[src/rtl/execute_stage_md.sv]
// Execute stage with M-extension unit and EX/MEM pipeline register.
// Inputs : ID/EX operands and controls, forwarding selects/values, flush_e.
// Outputs: EX/MEM register (*_m), pc_target_e/pc_src_e redirect, stall_ex,
//          rs1_e_h/rs2_e_h passthrough to the hazard unit.
module execute_stage_md #(
  parameter int XLEN      = 32,
  parameter int RA_W      = 5,
  parameter int ENABLE_MD = 1
) (
  input  logic            clk,
  input  logic            rst,
  input  logic            flush_e,
  input  logic [XLEN-1:0] rd1_e,
  input  logic [XLEN-1:0] rd2_e,
  input  logic [XLEN-1:0] pc_e,
  input  logic [XLEN-1:0] pc_plus4_e,
  input  logic [XLEN-1:0] imm_ext_e,
  input  logic            reg_write_e,
  input  logic            alu_src_e,
  input  logic            mem_write_e,
  input  logic            branch_e,
  input  logic            jump_e,
  input  logic            jalr_e,
  input  logic            md_en_e,
  input  logic [1:0]      result_src_e,
  input  logic [3:0]      alu_control_e,
  input  logic [2:0]      funct3_e,
  input  logic [2:0]      md_op_e,
  input  logic [RA_W-1:0] rs1_e,
  input  logic [RA_W-1:0] rs2_e,
  input  logic [RA_W-1:0] rd_e,
  input  logic [1:0]      forward_a_e,
  input  logic [1:0]      forward_b_e,
  input  logic [XLEN-1:0] result_w,
  input  logic [XLEN-1:0] alu_result_fwd,
  output logic [XLEN-1:0] alu_result_m,
  output logic [XLEN-1:0] write_data_m,
  output logic [XLEN-1:0] pc_plus4_m,
  output logic [RA_W-1:0] rd_m,
  output logic            reg_write_m,
  output logic            mem_write_m,
  output logic [1:0]      result_src_m,
  output logic [XLEN-1:0] pc_target_e,
  output logic            pc_src_e,
  output logic            stall_ex,
  output logic [RA_W-1:0] rs1_e_h,
  output logic [RA_W-1:0] rs2_e_h
);

  localparam int SH_W  = $clog2(XLEN);
  localparam int CNT_W = $clog2(XLEN + 1);
  localparam logic [XLEN-1:0] SMIN = {1'b1, {(XLEN-1){1'b0}}};

  typedef enum logic [1:0] {DIV_IDLE, DIV_BUSY, DIV_DONE} div_state_e;

  div_state_e div_state_q, div_state_d;
  logic [CNT_W-1:0] cnt_q, cnt_d;
  logic [XLEN-1:0]  quo_q, quo_d, rem_q, rem_d, dvsr_q, dvsr_d;
  logic             neg_quo_q, neg_quo_d, neg_rem_q, neg_rem_d, is_rem_q, is_rem_d;

  logic [XLEN-1:0]  alu_result_m_q, alu_result_m_d, write_data_m_q, write_data_m_d;
  logic [XLEN-1:0]  pc_plus4_m_q, pc_plus4_m_d;
  logic [RA_W-1:0]  rd_m_q, rd_m_d;
  logic             reg_write_m_q, reg_write_m_d, mem_write_m_q, mem_write_m_d;
  logic [1:0]       result_src_m_q, result_src_m_d;

  logic [XLEN-1:0]   src_a, fwd_b, src_b, alu_result, mul_result, div_result;
  logic [SH_W-1:0]   shamt;
  logic              br_cond, div_start, div_signed, div_special;
  logic              a_neg, b_neg;
  logic [2*XLEN-1:0] mul_a_ext, mul_b_ext, mul_prod;
  logic [XLEN:0]     shifted;

  assign rs1_e_h = rs1_e;
  assign rs2_e_h = rs2_e;

  always_comb begin
    case (forward_a_e)
      2'b01:   src_a = result_w;
      2'b10:   src_a = alu_result_fwd;
      default: src_a = rd1_e;
    endcase
    case (forward_b_e)
      2'b01:   fwd_b = result_w;
      2'b10:   fwd_b = alu_result_fwd;
      default: fwd_b = rd2_e;
    endcase
    src_b = alu_src_e ? imm_ext_e : fwd_b;
    shamt = src_b[SH_W-1:0];
  end

  always_comb begin
    case (alu_control_e)
      4'b0000: alu_result = src_a + src_b;
      4'b0001: alu_result = src_a - src_b;
      4'b0010: alu_result = src_a & src_b;
      4'b0011: alu_result = src_a | src_b;
      4'b0100: alu_result = src_a ^ src_b;
      4'b0101: alu_result = {{(XLEN-1){1'b0}}, $signed(src_a) < $signed(src_b)};
      4'b0110: alu_result = {{(XLEN-1){1'b0}}, src_a < src_b};
      4'b0111: alu_result = src_a << shamt;
      4'b1000: alu_result = src_a >> shamt;
      4'b1001: alu_result = $signed(src_a) >>> shamt;
      default: alu_result = '0;
    endcase
  end

  always_comb begin
    case (funct3_e)
      3'b000:  br_cond = (src_a == fwd_b);
      3'b001:  br_cond = (src_a != fwd_b);
      3'b100:  br_cond = ($signed(src_a) <  $signed(fwd_b));
      3'b101:  br_cond = ($signed(src_a) >= $signed(fwd_b));
      3'b110:  br_cond = (src_a <  fwd_b);
      3'b111:  br_cond = (src_a >= fwd_b);
      default: br_cond = 1'b0;
    endcase
    if (jalr_e) begin
      pc_target_e    = src_a + imm_ext_e;
      pc_target_e[0] = 1'b0;
    end else begin
      pc_target_e = pc_e + imm_ext_e;
    end
    pc_src_e = ((branch_e & br_cond) | jump_e) & ~flush_e;
  end

  // Sign-extend each operand to 2*XLEN according to op so one multiplier
  // serves mul/mulh/mulhsu/mulhu.
  always_comb begin
    mul_a_ext  = {{XLEN{(md_op_e[1:0] != 2'b11) & src_a[XLEN-1]}}, src_a};
    mul_b_ext  = {{XLEN{(md_op_e[1:0] == 2'b01) & src_b[XLEN-1]}}, src_b};
    mul_prod   = mul_a_ext * mul_b_ext;
    mul_result = (md_op_e[1:0] == 2'b00) ? mul_prod[XLEN-1:0] : mul_prod[2*XLEN-1:XLEN];
  end

  always_comb begin
    div_start   = (ENABLE_MD != 0) && md_en_e && md_op_e[2] && !flush_e;
    div_signed  = ~md_op_e[0];
    div_special = (src_b == '0) || (div_signed && (src_a == SMIN) && (src_b == '1));
    a_neg       = div_signed & src_a[XLEN-1];
    b_neg       = div_signed & src_b[XLEN-1];
    div_result  = is_rem_q ? (neg_rem_q ? -rem_q : rem_q)
                           : (neg_quo_q ? -quo_q : quo_q);
  end

  // Divider FSM: state register
  always_ff @(posedge clk or negedge rst) begin
    if (!rst) div_state_q <= DIV_IDLE;
    else      div_state_q <= div_state_d;
  end

  // Divider FSM: next state
  always_comb begin
    div_state_d = div_state_q;
    if (flush_e) begin
      div_state_d = DIV_IDLE;
    end else begin
      case (div_state_q)
        DIV_IDLE: if (div_start) div_state_d = div_special ? DIV_DONE : DIV_BUSY;
        DIV_BUSY: if (cnt_q == CNT_W'(1)) div_state_d = DIV_DONE;
        default:  div_state_d = DIV_IDLE;
      endcase
    end
  end

  // Divider FSM: outputs
  always_comb begin
    stall_ex = 1'b0;
    if (rst && !flush_e && (ENABLE_MD != 0)) begin
      case (div_state_q)
        DIV_IDLE: stall_ex = div_start;
        DIV_BUSY: stall_ex = 1'b1;
        default:  stall_ex = 1'b0;
      endcase
    end
  end

  // Special cases preload the final quotient/remainder so DONE needs no extra path.
  always_comb begin
    cnt_d     = cnt_q;
    quo_d     = quo_q;
    rem_d     = rem_q;
    dvsr_d    = dvsr_q;
    neg_quo_d = neg_quo_q;
    neg_rem_d = neg_rem_q;
    is_rem_d  = is_rem_q;
    shifted   = {rem_q, quo_q[XLEN-1]};
    if (flush_e) begin
      cnt_d = '0;
    end else if (div_state_q == DIV_IDLE && div_start) begin
      is_rem_d = md_op_e[1];
      dvsr_d   = b_neg ? -src_b : src_b;
      if (div_special) begin
        cnt_d     = '0;
        quo_d     = (src_b == '0) ? '1 : src_a;
        rem_d     = (src_b == '0) ? src_a : '0;
        neg_quo_d = 1'b0;
        neg_rem_d = 1'b0;
      end else begin
        cnt_d     = CNT_W'(XLEN);
        quo_d     = a_neg ? -src_a : src_a;
        rem_d     = '0;
        neg_quo_d = a_neg ^ b_neg;
        neg_rem_d = a_neg;
      end
    end else if (div_state_q == DIV_BUSY) begin
      cnt_d = cnt_q - CNT_W'(1);
      if (shifted >= {1'b0, dvsr_q}) begin
        rem_d = shifted[XLEN-1:0] - dvsr_q;
        quo_d = {quo_q[XLEN-2:0], 1'b1};
      end else begin
        rem_d = shifted[XLEN-1:0];
        quo_d = {quo_q[XLEN-2:0], 1'b0};
      end
    end
  end

  always_ff @(posedge clk or negedge rst) begin
    if (!rst) begin
      cnt_q     <= '0;
      quo_q     <= '0;
      rem_q     <= '0;
      dvsr_q    <= '0;
      neg_quo_q <= 1'b0;
      neg_rem_q <= 1'b0;
      is_rem_q  <= 1'b0;
    end else begin
      cnt_q     <= cnt_d;
      quo_q     <= quo_d;
      rem_q     <= rem_d;
      dvsr_q    <= dvsr_d;
      neg_quo_q <= neg_quo_d;
      neg_rem_q <= neg_rem_d;
      is_rem_q  <= is_rem_d;
    end
  end

  always_comb begin
    alu_result_m_d = '0;
    write_data_m_d = '0;
    pc_plus4_m_d   = '0;
    rd_m_d         = '0;
    reg_write_m_d  = 1'b0;
    mem_write_m_d  = 1'b0;
    result_src_m_d = '0;
    if (!flush_e && !stall_ex) begin
      if ((ENABLE_MD != 0) && md_en_e)
        alu_result_m_d = md_op_e[2] ? div_result : mul_result;
      else
        alu_result_m_d = alu_result;
      write_data_m_d = fwd_b;
      pc_plus4_m_d   = pc_plus4_e;
      rd_m_d         = rd_e;
      reg_write_m_d  = reg_write_e;
      mem_write_m_d  = mem_write_e;
      result_src_m_d = result_src_e;
    end
  end

  always_ff @(posedge clk or negedge rst) begin
    if (!rst) begin
      alu_result_m_q <= '0;
      write_data_m_q <= '0;
      pc_plus4_m_q   <= '0;
      rd_m_q         <= '0;
      reg_write_m_q  <= 1'b0;
      mem_write_m_q  <= 1'b0;
      result_src_m_q <= '0;
    end else begin
      alu_result_m_q <= alu_result_m_d;
      write_data_m_q <= write_data_m_d;
      pc_plus4_m_q   <= pc_plus4_m_d;
      rd_m_q         <= rd_m_d;
      reg_write_m_q  <= reg_write_m_d;
      mem_write_m_q  <= mem_write_m_d;
      result_src_m_q <= result_src_m_d;
    end
  end

  assign alu_result_m = alu_result_m_q;
  assign write_data_m = write_data_m_q;
  assign pc_plus4_m   = pc_plus4_m_q;
  assign rd_m         = rd_m_q;
  assign reg_write_m  = reg_write_m_q;
  assign mem_write_m  = mem_write_m_q;
  assign result_src_m = result_src_m_q;

endmodule

[config.mk]
export PLATFORM = sky130hd
export DESIGN_NAME = execute_stage_md
export DESIGN_NICKNAME = d
export VERILOG_FILES = /design/src/rtl/execute_stage_md.sv
export SDC_FILE = /design/constraint.sdc
export NUM_CORES = 2
export LEC_CHECK = 0
export BUFFER_PORTS_ARGS = -buffer_cell sky130_fd_sc_hd__buf_2
export CAP_MARGIN = 10
export CORE_MARGIN = 2
export CORE_UTILIZATION = 55
export CTS_CLUSTER_DIAMETER = 50
export DETAILED_ROUTE_END_ITERATION = 10
export GPL_TIMING_DRIVEN = 0
export PLACE_DENSITY_LB_ADDON = 0.12
export SYNTH_ARGS = -nofsm -noshare
export SYNTH_HDL_FRONTEND = slang
export SYNTH_SLANG_ARGS = --single-unit
[constraint.sdc]
create_clock -name clk -period 4.69 [get_ports clk]
set_clock_uncertainty 0.1 [all_clocks]
set_input_delay 0.2345 -clock clk [delete_from_list [all_inputs] [get_ports clk]]
set_output_delay 0.2345 -clock clk [all_outputs]
set_load 0.005 [all_outputs]
==> results of run 1 <==
-- cells in the mapped netlist, types with 13 or more instances --
cell type,number
a2111oi_0,21
a211o_1,14
a211oi_1,62
a21o_1,78
a21oi_1,394
a221oi_1,61
a222oi_1,14
a22oi_1,52
a31oi_1,54
and2_1,58
and3_1,37
buf_1,76
buf_2,35
clkbuf_1,341
clkinv_1,24
dfrtp_1,212
fa_1,1130
ha_1,445
inv_1,1247
mux2_2,17
mux2i_1,107
nand2_1,1120
nand2b_1,36
nand3_1,83
nand4_1,43
nor2_1,730
nor2b_1,57
nor3_1,66
nor4_1,30
o211ai_1,37
o21a_1,37
o21ai_0,372
o21ai_1,21
o21bai_1,30
o221ai_1,13
o22ai_1,63
o31ai_1,60
o41ai_1,17
or2_2,34
or3_1,23
xnor2_1,211
xor2_1,77
-- per-stage QoR --
stage | setup WS [ps] | hold WS (ps)
after floorplan | -4070 | -161
after global placement | -8940 | 341
after detailed placement | -8060 | 219
after CTS | -4510 | 3.38
-- routing by layer --
layer,overflow,track usage [%]
met5,0,44.4
met4,0,67.4
met3,0,58.5
met2,2,88.7
met1,1,74.8
-- logic make-up after synthesis --
logic type	after synthesis	share of synthesized area, %
AOI/OAI and AO/OA	1522	15.3
and+or+nand+nor	2366	15.8
buffers and inverters	1742	10.4
muxes	124	1.98
xor gates and xnor gates	288	3.96
DFF	212	8.32
adders and majority gates	1575	44.2
-- timing repair --
item | CTS
setup endpoints to repair | 135
hold buffers | 48
pin swaps | 198
setup buffers | 244
cloned | 7
resized for setup | 1102
endpoints found under the hold margin | 146
==> metrics.md, run 1 <==
| Metric | Value |
|---|---|
| Status | aborted with a tool error |
| Exit stage | 5_1_grt |
| Stop err | [ERROR GRT-0232] Routing congestion too high. Check the congestion heatmap in the GUI. |
| Starting Density | 55.6% |
| Avg Inst Size Synth | 8.14 sq um |
| Syn nets | 9669 |
| Worst endpoint type | register data pin |
| Worst endpoint after global-route timing repair | alu_result_m[29]$_DFF_PN0_/D |
| Post-synth EDFFs | 0 |
| Cell area after synthesis | 63800 sq um |
| Post-DP HPWL | 295000 um |
| Total GRT Usage | 73.4% |
| Unique cell type count in the Yosys netlist | 93 |
| Grt ovf | 3 |
| Top FF cell, synth | dfrtp_1 |
| Synth area leader | fa_1 |
| Cells after DPL | 9772 |
| RePlAce Congestion | 1.22 |
| Asr flop ratio synth | 100% |
| Yosys Warn Count | 0 |
| Yosys reg bits | 212 |
| CTS H-tree lvls | 2 |
| Synth Instances | 7829 |
| Synth top area share | 35.5% |
| Port-buffer cells | 399 |
| Register area share after synthesis | 8.32% |
| Die Wd | 344 um |
| DIE HEIGHT | 344 um |
| Rows | 124 |
| Largest net degree at the start of global routing | 114 |
| CTS Buf Count | 34 |
| CTS root buffer | clkbuf_16 |
| Top post-synthesis cells by area | fa_1, ha_1, dfrtp_1 |
| Clk sinks | 212 |
| Io pins | 414 |
| Clock tree buffer depth | 3 |
| Initial antenna violation count | 58 |
| Placed cell area | 69000 sq um |
==> run 2: changes to the inputs <==
- CORE_UTILIZATION: 55 -> 40
- CTS_CLUSTER_DIAMETER: 50 -> unset
- PLACE_DENSITY_LB_ADDON: 0.12 -> 0.15
- clock period: 4.69 -> 6.1 ns (I/O delays scaled with it)
==> run 2 against run 1 <==
Net effect:
- the flow now finishes, with violations (max-capacitance violations, max-slew violations, negative setup slack)
- synthesized cell count unchanged
- area after synthesis unchanged
==> metrics.md, run 2 <==
| Metric | Value |
|---|---|
| Status | finished with violations |
| Failing checks | max-capacitance violations, max-slew violations, negative setup slack |
| Core area | 158000 sq um |
| CP max FO | 7 |
| Max stage delay cell, worst path | o31ai_4 |
| Nets | 10500 |
| DRT Pass-1 Iters | 7 |
| Worst EP required | 6510 ps |
| Top FF cell, synth | dfrtp_1 |
| Top post-synthesis cells by area | fa_1, ha_1, dfrtp_1 |
| Syn-to-layout area delta | 27.2% |
| Total GRT Usage | 49.6% |
| Starting Density | 40.3% |
| Slew Limit Fails | 3 |
| Layout cells sized above 1 | 21.6% |
| Worst r2r src | rem_q[5] |
| Worst-path clk slew | 60 ps |
| Cells after DPL | 10300 |
| Port-buffer cells | 399 |
| Final period util | 155% |
| Avg Inst Size Synth | 8.14 sq um |
| Final Instance Area | 81100 sq um |
| Yosys Warn Count | 0 |
| RePlAce Congestion | 1.08 |
| Placed cell area | 70000 sq um |
| Hold path cells | 3 |
| Rows | 146 |
| Synth top cells by count | inv_1, fa_1, nand2_1, nor2_1, ha_1 |
| Peak Freq | 106 MHz |
| Setup WS post-layout | -3340 ps |
| DR vias/cell | 6.26 |
| Vias | 67800 |
| Worst Path Arrival | 9850 ps |
| Max Cap Viol | 1 |
| Minimum clock period | 9440 ps |
| Max_slew headroom | -10.8% |
| CTS tree | built |
| Kind of critical path | in2reg |
| Reg2Reg Setup Slack | 840 ps |
| Synth Instances | 7829 |
| Grt ovf | 0 |
| Synth area leader | fa_1 |
| Unique cell type count in the Yosys netlist | 93 |
| Detailed Route Iter0 Violations | 9169 |
| Pre-CTS WS | -7230 ps |
| Register area share after synthesis | 8.32% |
| Largest net degree at the start of global routing | 114 |
| Cell mode on critical path | fa_1 |
| Yosys reg bits | 212 |
| Clock tree buffer depth | 3 |
| Clock Latency Late Sink | 640 ps |
| Setup crit end | alu_result_m[24] |
| Io pins | 414 |
| Syn nets | 9669 |
| Cell area after synthesis | 63800 sq um |
| Critical Path Start | forward_b_e[0] |
| Hold Vio Cnt, Final | 0 |
| WP buf/inv | 13 |
| Synth top area share | 35.5% |
| RSZ-0062 raised after global routing | true |
| Post-DP HPWL | 327000 um |
| CP peak stage delay | 840 ps |
| Antenna-violating nets left | 0 |
| First-pass GRT wire length | 552000 um |
| Reg2reg path depth | 11 |
| Crit path max-delay family | adder cells |
| # setup viols final | 32 |
| DIE HEIGHT | 403 um |
| Asr flop ratio synth | 100% |
| Clk sinks | 212 |
| Vias in the first global route | 67500 |
| DR DRC count | 0 |
| Total Routed Length | 409000 um |
| Nature of the critical path endpoint | flop |
| Die area | 163000 sq um |
| Die Wd | 403 um |
| Hold Startpoint | rd2_e[0] |
| Slew @ Worst Pin | 1660 ps |
| Commonest non-fill, non-tap cell in the layout | inv_1 |
| Hold Path Class | in2reg |
| CTS root buffer | clkbuf_16 |
| CTS H-tree lvls | 1 |
| Worst setup SP type | input port |
| Instance count on the critical path | 36 |
| Final Non-Filler Cells | 10800 |
| Worst r2r dst | alu_result_m[25] |
| Initial antenna violation count | 54 |
| Commonest non-fill, non-tap cells in the layout | inv_1, nand2_1, fa_1 |
| Post-synth EDFFs | 0 |
| Most frequent cell after synthesis | inv_1 |
| CTS Buf Count | 26 |
| WL/cell | 37.8 um |
[run 2: repair_timing]
item,CTS,global route
setup buffers,291,113
endpoints found under the setup margin,81,48
hold buffers,46,0
cloned,8,1
endpoints found under the hold margin,145,0
resized for setup,1314,311
pin swaps,213,224
[run 2: worst min path at each step]
stage | end | slack [ps]
final | write_data_m[0] | 40
after global routing | write_data_m[0] | 50
after CTS | write_data_m[0] | 20
after detailed placement | write_data_m[9] | 300
after global placement | dvsr_q[7] | 360
after floorplan | alu_result_m[0] | -90
[run 2: final cells by class]
cell class              count  area (sq um)
diodes                     37          92.6
plain buffers             414          4130
clock buffers              30           676
clock inverters            18           189
fillers                 15300         77300
inverters                1276          5110
multi-input cells        5875         56000
flip-flops and latches    212          5310
well taps                2072          2590
repair buffers            899          7010
repair inverters            1          8.76
[run 2: cell families (layout without fill, tap and decap cells)]
kind of cell             count (synthesis)  after routing  share of synthesized area (%)
AO/OA/AOI/OAI                         1522           1522                           15.3
adder cells (fa/ha/maj)               1575           1575                           44.2
multiplexers                           124            124                           1.98
XOR/XNOR                               288            288                           3.96
AND/OR/NAND/NOR                       2366           2366                           15.8
flip-flops                             212            212                           8.32
buffers and inverters                 1742           2638                           10.4
other                                    0             37                              0
[run 2: per-layer routing]
layer	up-vias	wire length, um	part of all wire, %	track usage, %
li1	27000	-	-	-
met1	34500	148000	36	60.4
met2	4909	164000	40	69.6
met3	1359	52400	13	17.4
met4	22	43800	11	42.3
met5	-	319	0.078	0.0297
[run 2: worst reg2reg max path, stage by stage (launching register included)]
cell	delay [ps]
dfrtp_1	500
or4_1	600
nand4bb_1	260
or3_1	430
or4_1	520
o21ai_0	250
xor2_1	330
nand2_1	130
o211ai_1	140
nand2_1	530
a2111oi_2	1020
a211oi_4	260
[run 2: per-stage QoR]
step,hold WS [ps],setup TNS [ps],utilization (%)
global placement,364,-402980,43.6
floorplan,-90.6,-72730,-
finish,39.8,-94550,51.2
CTS,21.0,-90440,49.9
global route,46.5,-96610,51.2
detailed placement,304,-250880,44.2
Power of run 2 is not shown: default switching activity piles up to over one toggle a cycle in this logic, so the estimate is an artifact.
